**src/rtl/trigger_link_ctrl_pkg.sv**
```systemverilog
`default_nettype none
// +--------------------------------------------------------------------------+
// | trigger_link_pkg                                                         |
// | Shared types and constants for the trigger link controller.              |
// | Revision: 1.0                                                            |
// +--------------------------------------------------------------------------+
package trigger_link_pkg;

  localparam int CLUSTER_W  = 14;
  localparam int N_CLUSTERS = 8;
  localparam int N_LINKS    = 4;
  localparam int LINK_W     = 56;

  localparam logic [LINK_W-1:0] SYNC_WORD = 56'hBC50BC50BC50BC;
  localparam logic [LINK_W-1:0] IDLE_WORD = {4{14'h3FFF}};

  typedef enum logic [2:0] {
    ST_IDLE      = 3'd0,
    ST_RESET     = 3'd1,
    ST_WAIT_DONE = 3'd2,
    ST_SYNC      = 3'd3,
    ST_RUN       = 3'd4
  } tl_state_e;

  // True when every enabled link reports the flag; an empty enable mask never qualifies.
  function automatic logic all_enabled_set(input logic [N_LINKS-1:0] flags,
                                           input logic [N_LINKS-1:0] en);
    return (en != '0) && ((flags & en) == en);
  endfunction

endpackage
`default_nettype wire

```
**src/rtl/trigger_link_ctrl_if.sv**
```systemverilog
`default_nettype none
// +--------------------------------------------------------------------------+
// | trigger_link_ctrl_if                                                     |
// | GTX status/control and cluster/link data bundle of the link controller.  |
// | Revision: 1.0                                                            |
// +--------------------------------------------------------------------------+
interface trigger_link_ctrl_if;
  import trigger_link_pkg::*;

  logic [N_LINKS-1:0]              link_en;
  logic [N_LINKS-1:0]              tx_pll_locked;
  logic [N_LINKS-1:0]              tx_reset_done;
  logic [N_CLUSTERS*CLUSTER_W-1:0] clusters;
  logic                            overflow;
  logic                            test_pat_en;
  logic [N_LINKS-1:0]              gtx_reset;
  logic [N_LINKS*LINK_W-1:0]       link_data;
  logic                            link_overflow;
  logic                            link_ready;
  logic [7:0]                      retry_cnt;
  logic [7:0]                      lock_loss_cnt;

  modport master (
    output link_en, tx_pll_locked, tx_reset_done, clusters, overflow, test_pat_en,
    input  gtx_reset, link_data, link_overflow, link_ready, retry_cnt, lock_loss_cnt
  );

  modport slave (
    input  link_en, tx_pll_locked, tx_reset_done, clusters, overflow, test_pat_en,
    output gtx_reset, link_data, link_overflow, link_ready, retry_cnt, lock_loss_cnt
  );

endinterface
`default_nettype wire

```
**src/rtl/trigger_link_ctrl_prbs7.sv**
```systemverilog
`default_nettype none
// +--------------------------------------------------------------------------+
// | trigger_link_prbs7                                                       |
// | PRBS-7 generator (x^7 + x^6 + 1), seeded with 7'h7F.                     |
// | Revision: 1.0                                                            |
// +--------------------------------------------------------------------------+
module trigger_link_prbs7 (
  input  wire logic       clk,
  input  wire logic       rst,
  input  wire logic       i_clear,
  input  wire logic       i_adv,
  output logic      [6:0] o_state
);

  logic [6:0] r_lfsr;

  always_ff @(posedge clk) begin
    if (rst || i_clear) begin
      r_lfsr <= 7'h7F;
    end else if (i_adv) begin
      r_lfsr <= {r_lfsr[5:0], r_lfsr[6] ^ r_lfsr[5]};
    end
  end

  assign o_state = r_lfsr;

endmodule
`default_nettype wire

```
**src/rtl/trigger_link_ctrl.sv**
```systemverilog
`default_nettype none
// +--------------------------------------------------------------------------+
// | trigger_link_ctrl                                                        |
// | GTX TX bring-up sequencer and cluster-to-link mapper for 4 trigger links.|
// | Optional PRBS-7 test pattern enabled by macro TRIG_LINK_PRBS_EN.         |
// | Revision: 1.0                                                            |
// +--------------------------------------------------------------------------+
module trigger_link_ctrl
  import trigger_link_pkg::*;
#(
  parameter int RST_CYCLES   = 16,
  parameter int DONE_TIMEOUT = 1023,
  parameter int SYNC_BX      = 128
) (
  input  wire logic           clk_40,
  input  wire logic           reset,
  trigger_link_ctrl_if.slave  bus
);

  localparam logic [9:0] c_RST_LAST  = 10'(RST_CYCLES - 1);
  localparam logic [9:0] c_DONE_LAST = 10'(DONE_TIMEOUT - 1);
  localparam logic [9:0] c_SYNC_LAST = 10'(SYNC_BX - 1);

  tl_state_e                 r_state;
  tl_state_e                 w_next;
  logic [9:0]                r_cnt;
  logic [N_LINKS-1:0]        r_gtx_reset;
  logic [N_LINKS*LINK_W-1:0] r_link_data;
  logic                      r_link_ovf;
  logic                      r_link_ready;
  logic [7:0]                r_retry_cnt;
  logic [7:0]                r_lock_loss_cnt;

  logic                      w_lock;
  logic                      w_done;
  logic                      w_retry;
  logic                      w_loss_in_run;
  logic                      w_pat;
  logic [LINK_W-1:0]         w_pat_word;
  logic [N_LINKS*LINK_W-1:0] w_run_word;
  logic [N_LINKS*LINK_W-1:0] w_link_next;
  logic                      w_link_ovf;

  assign w_lock = all_enabled_set(bus.tx_pll_locked, bus.link_en);
  assign w_done = all_enabled_set(bus.tx_reset_done, bus.link_en);

  // Lock loss overrides every other transition out of a non-idle state.
  always_comb begin
    w_next        = r_state;
    w_retry       = 1'b0;
    w_loss_in_run = 1'b0;
    if (r_state != ST_IDLE && !w_lock) begin
      w_next        = ST_IDLE;
      w_loss_in_run = (r_state == ST_RUN);
    end else begin
      case (r_state)
        ST_IDLE:      if (w_lock) w_next = ST_RESET;
        ST_RESET:     if (r_cnt == c_RST_LAST) w_next = ST_WAIT_DONE;
        ST_WAIT_DONE: begin
          if (w_done) begin
            w_next = ST_SYNC;
          end else if (r_cnt == c_DONE_LAST) begin
            w_next  = ST_RESET;
            w_retry = 1'b1;
          end
        end
        ST_SYNC:      if (r_cnt == c_SYNC_LAST) w_next = ST_RUN;
        ST_RUN:       w_next = ST_RUN;
        default:      w_next = ST_IDLE;
      endcase
    end
  end

`ifdef TRIG_LINK_PRBS_EN
  logic [6:0] w_prbs;

  // The generator is held at its seed until the pattern starts, so every run begins at 7'h7F.
  assign w_pat      = (w_next == ST_RUN) && bus.test_pat_en;
  assign w_pat_word = {8{w_prbs}};

  trigger_link_prbs7 u_prbs7 (
    .clk     (clk_40),
    .rst     (reset),
    .i_clear (!w_pat),
    .i_adv   (w_pat),
    .o_state (w_prbs)
  );
`else
  logic w_unused_test_pat;

  assign w_unused_test_pat = bus.test_pat_en;
  assign w_pat             = 1'b0;
  assign w_pat_word        = IDLE_WORD;
`endif

  // Links 0/1 carry clusters 0..3, links 2/3 carry clusters 4..7.
  assign w_run_word = {bus.clusters[111:56], bus.clusters[111:56],
                       bus.clusters[55:0],   bus.clusters[55:0]};

  for (genvar gi = 0; gi < N_LINKS; gi++) begin : g_link
    assign w_link_next[gi*LINK_W +: LINK_W] =
      !bus.link_en[gi]   ? IDLE_WORD :
      (w_next == ST_SYNC) ? SYNC_WORD :
      (w_next == ST_RUN)  ? (w_pat ? w_pat_word : w_run_word[gi*LINK_W +: LINK_W]) :
                            IDLE_WORD;
  end

  assign w_link_ovf = (w_next == ST_RUN) && !w_pat && bus.overflow;

  // Outputs are registered from the next state so they line up with r_state.
  always_ff @(posedge clk_40) begin
    if (reset) begin
      r_state         <= ST_IDLE;
      r_cnt           <= '0;
      r_gtx_reset     <= '0;
      r_link_data     <= {N_LINKS{IDLE_WORD}};
      r_link_ovf      <= 1'b0;
      r_link_ready    <= 1'b0;
      r_retry_cnt     <= '0;
      r_lock_loss_cnt <= '0;
    end else begin
      r_state <= w_next;
      if (w_next != r_state) begin
        r_cnt <= '0;
      end else if (r_cnt != 10'h3FF) begin
        r_cnt <= r_cnt + 10'd1;
      end
      r_gtx_reset  <= (w_next == ST_RESET) ? bus.link_en : '0;
      r_link_data  <= w_link_next;
      r_link_ovf   <= w_link_ovf;
      r_link_ready <= (w_next == ST_RUN);
      if (w_retry && r_retry_cnt != 8'hFF) begin
        r_retry_cnt <= r_retry_cnt + 8'd1;
      end
      if (w_loss_in_run && r_lock_loss_cnt != 8'hFF) begin
        r_lock_loss_cnt <= r_lock_loss_cnt + 8'd1;
      end
    end
  end

  assign bus.gtx_reset     = r_gtx_reset;
  assign bus.link_data     = r_link_data;
  assign bus.link_overflow = r_link_ovf;
  assign bus.link_ready    = r_link_ready;
  assign bus.retry_cnt     = r_retry_cnt;
  assign bus.lock_loss_cnt = r_lock_loss_cnt;

endmodule
`default_nettype wire

```
**src/flat_wrapper.sv**
```systemverilog
// flat-port wrapper written by rule: the top's interface ports become plain ports
module trigger_link_ctrl_flat import trigger_link_pkg::*;
#(
  parameter int RST_CYCLES   = 16,
  parameter int DONE_TIMEOUT = 1023,
  parameter int SYNC_BX      = 128
)
  (clk_40, reset, bus_link_en, bus_tx_pll_locked, bus_tx_reset_done, bus_clusters, bus_overflow, bus_test_pat_en, bus_gtx_reset, bus_link_data, bus_link_overflow, bus_link_ready, bus_retry_cnt, bus_lock_loss_cnt);
  trigger_link_ctrl_if bus_i ();
  input  wire logic clk_40;
  input  wire logic reset;
  input wire logic [$bits(bus_i.link_en)-1:0] bus_link_en;
  input wire logic [$bits(bus_i.tx_pll_locked)-1:0] bus_tx_pll_locked;
  input wire logic [$bits(bus_i.tx_reset_done)-1:0] bus_tx_reset_done;
  input wire logic [$bits(bus_i.clusters)-1:0] bus_clusters;
  input wire logic [$bits(bus_i.overflow)-1:0] bus_overflow;
  input wire logic [$bits(bus_i.test_pat_en)-1:0] bus_test_pat_en;
  output wire logic [$bits(bus_i.gtx_reset)-1:0] bus_gtx_reset;
  output wire logic [$bits(bus_i.link_data)-1:0] bus_link_data;
  output wire logic [$bits(bus_i.link_overflow)-1:0] bus_link_overflow;
  output wire logic [$bits(bus_i.link_ready)-1:0] bus_link_ready;
  output wire logic [$bits(bus_i.retry_cnt)-1:0] bus_retry_cnt;
  output wire logic [$bits(bus_i.lock_loss_cnt)-1:0] bus_lock_loss_cnt;
  assign bus_i.link_en = bus_link_en;
  assign bus_i.tx_pll_locked = bus_tx_pll_locked;
  assign bus_i.tx_reset_done = bus_tx_reset_done;
  assign bus_i.clusters = bus_clusters;
  assign bus_i.overflow = bus_overflow;
  assign bus_i.test_pat_en = bus_test_pat_en;
  assign bus_gtx_reset = bus_i.gtx_reset;
  assign bus_link_data = bus_i.link_data;
  assign bus_link_overflow = bus_i.link_overflow;
  assign bus_link_ready = bus_i.link_ready;
  assign bus_retry_cnt = bus_i.retry_cnt;
  assign bus_lock_loss_cnt = bus_i.lock_loss_cnt;
  trigger_link_ctrl #(.RST_CYCLES(RST_CYCLES), .DONE_TIMEOUT(DONE_TIMEOUT), .SYNC_BX(SYNC_BX)) u_core (.clk_40(clk_40), .reset(reset), .bus(bus_i));
endmodule
```
**config.mk**
```make
export PLATFORM = sky130hd
export DESIGN_NAME = trigger_link_ctrl_flat
export DESIGN_NICKNAME = d
export VERILOG_FILES = /design/src/rtl/trigger_link_ctrl_pkg.sv /design/src/rtl/trigger_link_ctrl_if.sv /design/src/rtl/trigger_link_ctrl_prbs7.sv /design/src/rtl/trigger_link_ctrl.sv /design/src/flat_wrapper.sv
export SDC_FILE = /design/constraint.sdc
export NUM_CORES = 1
export LEC_CHECK = 0
export BUFFER_PORTS_ARGS = -buffer_cell sky130_fd_sc_hd__buf_2
export CAP_MARGIN = 20
export CORE_MARGIN = 2
export CORE_UTILIZATION = 29
export CTS_CLUSTER_SIZE = 8
export DETAILED_ROUTE_END_ITERATION = 7
export PLACE_DENSITY = 0.57
export SYNTH_ARGS = -nofsm -noshare
export SYNTH_HDL_FRONTEND = slang
export SYNTH_SLANG_ARGS = --single-unit
```
**constraint.sdc**
```tcl
create_clock -name clk_40 -period 2.4 [get_ports clk_40]
set_input_delay 0.24 -clock clk_40 [delete_from_list [all_inputs] [get_ports clk_40]]
set_output_delay 0.24 -clock clk_40 [all_outputs]
set_load 0.1 [all_outputs]
```
After elaboration in Yosys (flattened, before gate mapping)
Cells that the tools add are included.
{"block": "totals", "inputBits": 128, "out_inout_bits": 246, "regBits": 259, "word_cells": 69}
{"block": "classes", "bitwise": 7, "reduce_logical": 16, "muxes": 16, "eq_ne": 16, "n_addsub": 3}
{"operator": "$mux W56", "count": 4}
{"operator": "$mux W3", "count": 6}
{"operator": "$add A8 B1 Y8 const B", "count": 2}
{"operator": "$ne A8 B8 Y1 const B", "count": 2}
{"operator": "$pmux W3 S5", "count": 1}
{"operator": "$reduce_or A2 Y1", "count": 6}
{"operator": "$add A10 B1 Y10 const B", "count": 1}
{"operator": "$eq A10 B10 Y1 const B", "count": 1}
{"operator": "$eq A10 B4 Y1 const B", "count": 1}
{"operator": "$eq A10 B7 Y1 const B", "count": 1}
{"operator": "$ne A10 B10 Y1 const B", "count": 1}
{"operator": "$eq A3 B2 Y1 const B", "count": 3}
{"operator": "$and A4 B4 Y4", "count": 2}
{"operator": "$eq A4 B4 Y1", "count": 2}
{"operator": "$eq A3 B1 Y1 const B", "count": 2}
{"operator": "$eq A3 B3 Y1 const B", "count": 2}
{"operator": "$logic_and A1 B1 Y1", "count": 6}
{"operator": "$mux W1", "count": 5}
{"operator": "$not A1 Y1", "count": 5}
{"operator": "$reduce_bool A4 Y1", "count": 1}
{"operator": "$logic_not A3 Y1", "count": 1}
{"operator": "$ne A3 B3 Y1", "count": 1}
{"operator": "$reduce_bool A3 Y1", "count": 1}
{"operator": "$logic_not A1 Y1", "count": 1}

Longest topological paths before layout
Gate-level depths: netlist of run 1.
{"block": "depth", "word_depth": 9, "ltp_mapped": 10, "ltp_nobuf": 8}

Worst setup path after synthesis of run 1
Ideal clock, no wire load.
{"block": "synth_timing", "kind": "register -> register", "from": "register u_core.r_lock_loss_cnt[0], in the netlist u_core.bus.lock_loss_cnt[0]", "to": "register u_core.r_lock_loss_cnt[7], in the netlist u_core.bus.lock_loss_cnt[7]", "setup_slack_ns": 0.074, "arrival_time_ns": 2.199, "setup_time_ns": 0.127, "n_path_buf": 0, "t_required_ns": 2.273, "period_less_slack_ns": 2.326, "stages_incl_launch_ff": 8, "cell_sequence": "dfxtp_1 > ha_1 > nand2_1 > nor2_1 > a311oi_2 > and4bb_1 > xnor2_1 > nor2_1"}
{"block": "synth_between", "elab_chain_len": 2, "elab_cells_between_ends": 3, "classes_between": "1 x add/sub; 1 x eq/ne; 1 x reduce/logical"}
{"element": "start: declaration", "line_no": "trigger_link_ctrl.sv:32", "source": "logic [7:0] r_lock_loss_cnt;"}
{"element": "start signal: assignment", "line_no": "trigger_link_ctrl.sv:136", "source": "r_lock_loss_cnt <= r_lock_loss_cnt + 8'd1;"}
{"element": "parallel branches: the longest is 2 deep, another holds $add A8 B1 Y8"}
Parallel ways; which one is timed is not known.
A chain may end at the register's enable or synchronous reset.

Final worst setup path of run 1
{"block": "layout_timing", "from": "register u_core.r_cnt[1]", "to": "register u_core.r_link_data[154], in the netlist u_core.bus.link_data[154]"}
{"block": "layout_between", "elab_chain_len": 8, "elab_cells_between_ends": 13, "classes_between": "5 x eq/ne; 8 x mux"}
{"element": "start: declaration", "line_no": "trigger_link_ctrl.sv:26", "source": "logic [9:0] r_cnt;"}
{"element": "start signal: assignment", "line_no": "trigger_link_ctrl.sv:126", "source": "r_cnt <= r_cnt + 10'd1;"}
{"element": "$eq A10 B10 Y1", "line_no": "trigger_link_ctrl.sv:62", "source": "end else if (r_cnt == c_DONE_LAST) begin"}
{"element": "$mux W3", "line_no": "trigger_link_ctrl.sv:62"}
{"element": "$mux W3", "line_no": "trigger_link_ctrl.sv:60", "source": "if (w_done) begin"}
{"element": "$pmux W3 S5 *", "line_no": "trigger_link_ctrl.sv:56", "source": "case (r_state)"}
{"element": "$mux W3 *", "line_no": "trigger_link_ctrl.sv:52", "source": "if (r_state != ST_IDLE && !w_lock) begin"}
{"element": "$eq A3 B3 Y1", "line_no": "trigger_link_ctrl.sv:104", "source": "(w_next == ST_RUN) ? (w_pat ? w_pat_word : w_run_word[gi*LINK_W +: LINK_W]) :"}
{"element": "$mux W56", "line_no": "trigger_link_ctrl.sv:104"}
{"element": "$mux W56 *", "line_no": "trigger_link_ctrl.sv:103", "source": "(w_next == ST_SYNC) ? SYNC_WORD :"}
{"element": "end signal: assignment", "line_no": "trigger_link_ctrl.sv:116", "source": "r_link_data <= {N_LINKS{IDLE_WORD}};"}
{"element": "end signal: assignment", "line_no": "trigger_link_ctrl.sv:129", "source": "r_link_data <= w_link_next;"}
{"element": "end: declaration", "line_no": "trigger_link_ctrl.sv:28", "source": "logic [N_LINKS*LINK_W-1:0] r_link_data;"}
Every way passes the cells marked *; elsewhere a longest branch is shown, timed or not.

==> flow_summary.json, run 1 <==
{
  "dp_hpwl_mm": 17.19,
  "ctsHoldBuffers": 100,
  "synth_edf_count": 0,
  "fin_worst_skew_ps": 20.01,
  "dieArea_mm2": 0.02936,
  "finalSetupViolCount": 0,
  "finalCoreUtilization_pct": 45.16,
  "port_buffers": 372,
  "fp.dieH_um": 171.3,
  "max_cap_viol_count": 0,
  "hold_end": "u_core.bus.link_data[83]",
  "syn2layout_area_growth_pct": 54.06,
  "hold_violations": 0,
  "cp.required_ps": 2740,
  "yosys.area.top_type_share_pct": 63.84,
  "drive_above_1_share_pct": 37.00,
  "min_period_over_period_pct": 91.51,
  "hold_depth": 3,
  "post_cts_resized": 0,
  "crit_fanout": 61,
  "cts-root-buf": "clkbuf_16",
  "dr.first_iter.drc_count": 325,
  "ir_worst_vdd_mv": 0.4219,
  "yosys_warnings": 0,
  "placed_area_mm2": 0.01050,
  "status": "finished clean",
  "pre_cts_ws_ps": 168.1,
  "synth-async-reset-ratio_pct": 0,
  "synthFlopType": "dfxtp_1",
  "synth_cell_types": 46,
  "min_period_ps": 2196,
  "finalMaxSlewViolations": 0,
  "syn-instance-count": 776,
  "fmax_ghz": 0.4553,
  "grt_pass1_vias": 6942,
  "worst_setup_path_start_kind": "flip-flop",
  "die_w_um": 171.3,
  "worst_path_max_delay_cell": "dfxtp_1",
  "post_cts_buffers": 0,
  "synthTopCellsByArea": "dfxtp_1 (64%), or3_1 (8.2%), o21ai_1 (6.3%)",
  "grt_max_degree": 89,
  "startpoint": "u_core.r_cnt[1]",
  "initial_core_util_pct": 29.31,
  "slew_headroom_pct": 60.00,
  "finalNetCount": 1391,
  "coreArea_mm2": 0.02771,
  "synth_seq_cells": 259,
  "r2r-start": "u_core.r_cnt[1]",
  "synthesis.area_mm2": 0.008122,
  "ant_nets": 0,
  "finalWirelength_mm": 25.02,
  "end_kind": "flip-flop",
  "r2r_setup_slack_ps": 200,
  "hp-class": "input port to flip-flop",
  "crit_top_cell": "o21ai_1",
  "drtPass1Iterations": 4,
  "setup_ws_ps": 203.8,
  "syn-num-nets": 908,
  "ctsLongestPathBuffers": 3,
  "tritoncts": "yes",
  "ys_seq_area_share_pct": 63.84,
  "drc_errors": 0,
  "io_pins": 374,
  "worstPathArrival_ps": 2540,
  "power_mw": 9.401,
  "insertion_delay_ps": 500,
  "r2r-end": "u_core.bus.link_data[154]",
  "worstRegToRegCells": 9,
  "grt_overflow": 0,
  "synth.avg_cell_area_um2": 10.47,
  "gp_congestion": 0.8074,
  "min_from": "bus_clusters[27]",
  "powerDensity_mw_per_mm2": 751.3,
  "yosys.area.top_type": "dfxtp_1",
  "grt_pass1_wl_mm": 37.11,
  "cts_buffers": 38,
  "routedWlPerCell_um": 15.19,
  "tightest_slew_ps": 600.0,
  "numClockSinks": 259,
  "fin_tns_setup_ps": 0,
  "via_count": 7211,
  "antenna_found_initial": 9,
  "p_leak_nw": 4.885,
  "h-tree-depth": 2,
  "worst_path_largest_cell_delay_ps": 330,
  "grt_usage_pct": 16.04,
  "path_clk_slew_ps": 50,
  "rsz0062_at_grt": "false",
  "crit_chain": "ha_1 -> nor4b_2 -> and2_1 -> nand3_1 -> o21ai_1 -> nand2_4 -> buf_12 -> nor2_1 -> o21ai_1",
  "crit_type": "flip-flop to flip-flop",
  "viasPerCell": 4.378,
  "final_area_mm2": 0.01251,
  "rows": 61
}
[cell type report]
| cell class | instances | area [um^2] |
|---|---|---|
| inverter | 12 | 45.04 |
| clock inverter | 1 | 16.27 |
| sequential | 259 | 5185 |
| multi-input combinational | 447 | 2606 |
| fill | 2677 | 15190 |
| timing repair buffer | 501 | 3193 |
| tap | 378 | 473.0 |
| clock buffer | 42 | 975.9 |
| antenna | 7 | 17.52 |
[routing by layer]
| metal | global-route usage, % | part of all wire, % | vias up |
|---|---|---|---|
| li1 | - | - | 3611 |
| met1 | 17.73 | 39 | 3295 |
| met5 | 0 | 0.096 | - |
| met3 | 5.131 | 7.8 | 58 |
| met2 | 28.49 | 49 | 243 |
| met4 | 6.374 | 3.2 | 4 |
[where the power goes]
part	leakage [nW]	internal [mW]	switching, mW	total, mW
combinational	2.30	0.273	0.258	0.531
clock	0.486	2.82	1.72	4.54
sequential	2.10	4.33	0.00799	4.33
total	4.88	7.42	1.98	9.40
[flip-flops by register name, summed over array words and instances (netlist names)]
| signal | count |
|---|---|
| u_core.r_state | 3 |
| u_core.r_cnt | 10 |
| u_core.bus.retry_cnt | 8 |
| u_core.bus.lock_loss_cnt | 8 |
| u_core.bus.gtx_reset | 4 |
| u_core.bus.link_overflow | 1 |
| u_core.bus.link_ready | 1 |
| u_core.bus.link_data | 224 |
[worst max-delay path, delay by kind of cell, from the launching register on]
| family | cells | cell delay, ps |
|---|---|---|
| AO/OA/AOI/OAI | 2 | 370 |
| adder cells (fa/ha/maj) | 1 | 170 |
| buffers and inverters | 1 | 200 |
| flip-flops | 1 | 330 |
| AND/OR/NAND/NOR | 5 | 930 |
[how the worst max path moves through the flow]
stage | to | slack (ps)
after global placement | u_core.bus.link_data[105] | 150
after floorplan | u_core.bus.lock_loss_cnt[7] | 70
after CTS | u_core.bus.link_data[68] | 190
after global routing | u_core.bus.link_data[154] | 30
final | u_core.bus.link_data[154] | 200
after detailed placement | u_core.bus.link_data[17] | 170
[stage by stage]
| step | std cells | hold WS (ps) |
|---|---|---|
| final | 1647 | 19.74 |
| after global routing | 1644 | 5.360 |
| after CTS | 1640 | 2.590 |
| after detailed placement | 1497 | 438.6 |
| after global placement | 1497 | 435.1 |
| after floorplan | 776 | 343.8 |
[cells in the mapped netlist (2+ instances only)]
cell,instances
buf_6,11
nor2_1,93
xor2_1,8
o21ai_0,29
o21ai_1,102
nand3_1,11
nor3_1,7
mux2i_1,3
and2_1,4
dfxtp_1,259
nand2b_1,7
and3_1,5
or3_1,107
inv_1,10
nand4_1,7
xnor2_1,10
clkbuf_1,41
nor3_2,9
o22ai_1,2
ha_1,4
clkinv_1,2
a21oi_1,5
buf_2,6
nand2_1,12
[cells in the final DEF (no fill, tap or decap), types with 8 or more instances in the layout]
| cell | synthesis | final |
|---|---|---|
| buf_2 | 6 | 372 |
| dfxtp_1 | 259 | 259 |
| or3_1 | 107 | 107 |
| o21ai_1 | 102 | 102 |
| dlygate4sd3_1 | 0 | 100 |
| nor2_1 | 93 | 89 |
| clkbuf_16 | 0 | 38 |
| o21ai_0 | 29 | 29 |
| buf_4 | 0 | 20 |
| nand3_1 | 11 | 11 |
| nand2_1 | 12 | 11 |
| inv_1 | 10 | 10 |
| xnor2_1 | 10 | 10 |
| nor3_2 | 9 | 9 |
| buf_12 | 0 | 9 |
| xor2_1 | 8 | 8 |
[kinds of logic after synthesis]
| family | after synthesis | synth area share [%] |
|---|---|---|
| simple gates | 269 | 17.89 |
| flops | 259 | 63.84 |
| compound gates | 150 | 10.45 |
| buf+inv | 70 | 4.345 |
| xor+xnor | 18 | 1.941 |
| mux | 5 | 0.7857 |
| fa+ha+maj | 5 | 0.7549 |
Note: power is estimated with default switching activity, not from simulation.
==> run 2: changes to the inputs <==
Settings changed: CELL_PAD_IN_SITES_DETAIL_PLACEMENT from default to 0, CELL_PAD_IN_SITES_GLOBAL_PLACEMENT from default to 1, PLACE_DENSITY 0.57 to 0.72.
==> run 2 against run 1 <==
Against the previous run: clock power about the same; critical path depth unchanged; global-route usage rose by 0.23 points; highest routed layer unchanged; first-iteration DRC count is 24% lower; count of clock-buffer cells in the layout is 3 lower; critical endpoint is now u_core.r_cnt[1].
==> flow_summary.json, run 2 (synthesis results as in run 1) <==
{
  "status": "finished clean",
  "slew_headroom_pct": 65.16,
  "antenna_found_initial": 7,
  "hold_depth": 3,
  "ant_nets": 0,
  "hp-class": "input port to flip-flop",
  "h-tree-depth": 2,
  "drive_above_1_share_pct": 37.62,
  "initial_core_util_pct": 29.31,
  "finalMaxSlewViolations": 0,
  "port_buffers": 372,
  "dp_hpwl_mm": 17.51,
  "worstRegToRegCells": 9,
  "fp.dieH_um": 171.3,
  "hold_violations": 0,
  "crit_top_cell": "and2_1",
  "fin_tns_setup_ps": 0,
  "r2r-start": "u_core.r_cnt[0]",
  "cts-root-buf": "clkbuf_16",
  "ir_worst_vdd_mv": 0.3827,
  "end_kind": "flip-flop",
  "gp_congestion": 0.7727,
  "r2r-end": "u_core.r_cnt[1]",
  "worst_path_max_delay_cell": "o31a_1",
  "insertion_delay_ps": 500,
  "r2r_setup_slack_ps": 220,
  "min_from": "bus_clusters[47]",
  "crit_family": "compound AO/OA/AOI/OAI gates",
  "min_period_over_period_pct": 90.98,
  "crit_type": "flip-flop to flip-flop",
  "ctsLongestPathBuffers": 3,
  "tritoncts": "yes",
  "fmax_ghz": 0.4580,
  "powerDensity_mw_per_mm2": 752.8,
  "coreArea_mm2": 0.02771,
  "max_cap_viol_count": 0,
  "crit_chain": "ha_1 -> nor4b_4 -> and2_1 -> o21ai_0 -> o21ai_1 -> and2_1 -> o31a_1 -> buf_12 -> a2111oi_4",
  "hold_slack_ps": 15.45,
  "rsz0062_at_grt": "false",
  "worstPathArrival_ps": 2580,
  "finalSetupViolCount": 0,
  "fin_worst_skew_ps": 16.87,
  "grt_max_degree": 55,
  "worst_setup_path_start_kind": "flip-flop",
  "grt_pass1_wl_mm": 37.94,
  "grt_pass1_vias": 7122,
  "dp.cells": 1502,
  "grt_overflow": 0,
  "min_period_ps": 2183,
  "drc_errors": 0,
  "cp.required_ps": 2790,
  "drtPass1Iterations": 4,
  "syn2layout_area_growth_pct": 53.97,
  "p_leak_nw": 4.898,
  "crit_fanout": 10,
  "worst_path_largest_cell_delay_ps": 340,
  "cts_buffers": 38,
  "largest_reg_flops": 224,
  "layout_commonest_cell": "buf_2",
  "critPathBufInv": 1,
  "numClockSinks": 259,
  "path_depth": 9,
  "finalCoreUtilization_pct": 45.13,
  "layout_common_cells": "buf_2 (372), dfxtp_1 (259), or3_1 (107)",
  "path_clk_slew_ps": 50,
  "finalNetCount": 1391,
  "viasPerCell": 4.376,
  "tightest_slew_ps": 526.2,
  "fillers": 2657,
  "stdcell_count": 1642,
  "rows": 61,
  "io_pins": 374,
  "die_w_um": 171.3,
  "dieArea_mm2": 0.02936,
  "grt_usage_pct": 16.27,
  "via_count": 7186,
  "hold_end": "u_core.bus.link_data[103]",
  "routedWlPerCell_um": 15.27,
  "dr.first_iter.drc_count": 248,
  "finalWirelength_mm": 25.08
}
-- run 2: cell types whose count changed in the layout (fill, tap and decap cells not counted), moves of 3 or more --
cell,before,now
buf_4,20,25
dlygate4sd3_1,100,95
clkbuf_1,3,0
diode_2,7,4
-- run 2: how the worst max path moves through the flow --
stage	slack [ps]	endpoint	start
6_report	220	u_core.r_cnt[1]	u_core.r_cnt[0]
5_1_grt	30	u_core.bus.link_data[0]	u_core.r_cnt[0]
4_1_cts	150	u_core.bus.link_data[95]	u_core.r_cnt[0]
3_5_place_dp	80	u_core.bus.link_data[6]	bus_tx_pll_locked[2]
3_3_place_gp	100	u_core.bus.link_data[6]	bus_tx_pll_locked[2]
2_1_floorplan	70	u_core.bus.lock_loss_cnt[7]	u_core.bus.lock_loss_cnt[0]
-- run 2: final cells by class --
| class | instances | area (um^2) | area share, % |
|---|---|---|---|
| Timing Repair Buffer | 501 | 3181 | 25.44 |
| Inverter | 12 | 45.04 | 0.3602 |
| Clock buffer | 39 | 975.9 | 7.805 |
| Antenna cell | 4 | 10.01 | 0.08005 |
| Sequential cell | 259 | 5185 | 41.46 |
| Tap cell | 378 | 473.0 | 3.782 |
| Multi-Input combinational cell | 447 | 2619 | 20.94 |
| Clock inverter | 2 | 16.27 | 0.1301 |
-- run 2: what timing repair did --
item,4_1_cts,5_1_grt
gates resized for setup,0,2
hold endpoints to repair,168,0
buffers inserted,0,0
hold buffers,95,0
endpoints found under the setup margin,0,38
-- run 2: routing by layer --
metal / GRT usage [%] / part of all wire, %
met5: 0 / 0.19
met1: 18.76 / 41
met2: 28.05 / 48
met4: 6.485 / 3.0
met3: 5.062 / 7.6
-- run 2: metrics by stage --
step	setup slack, ps	cell area [um^2]	power, mW
6_report	216.5	12500	9.413
4_1_cts	152.9	12480	9.535
3_5_place_dp	81.21	10540	4.824
3_3_place_gp	104.4	10540	4.818
2_1_floorplan	73.66	8122	4.604
5_1_grt	26.75	12500	9.756
-- run 2: tightest hold or removal path, stage by stage --
cell and delay [ps]:
buf_2 80, nor2_1 50, o21ai_1 100
-- run 2: power breakdown --
group          switching, mW  internal (mW)  total (mW)
sequential           0.00840           4.33        4.33
combinational          0.260          0.271       0.531
clock                   1.71           2.84        4.55
total                   1.98           7.43        9.41
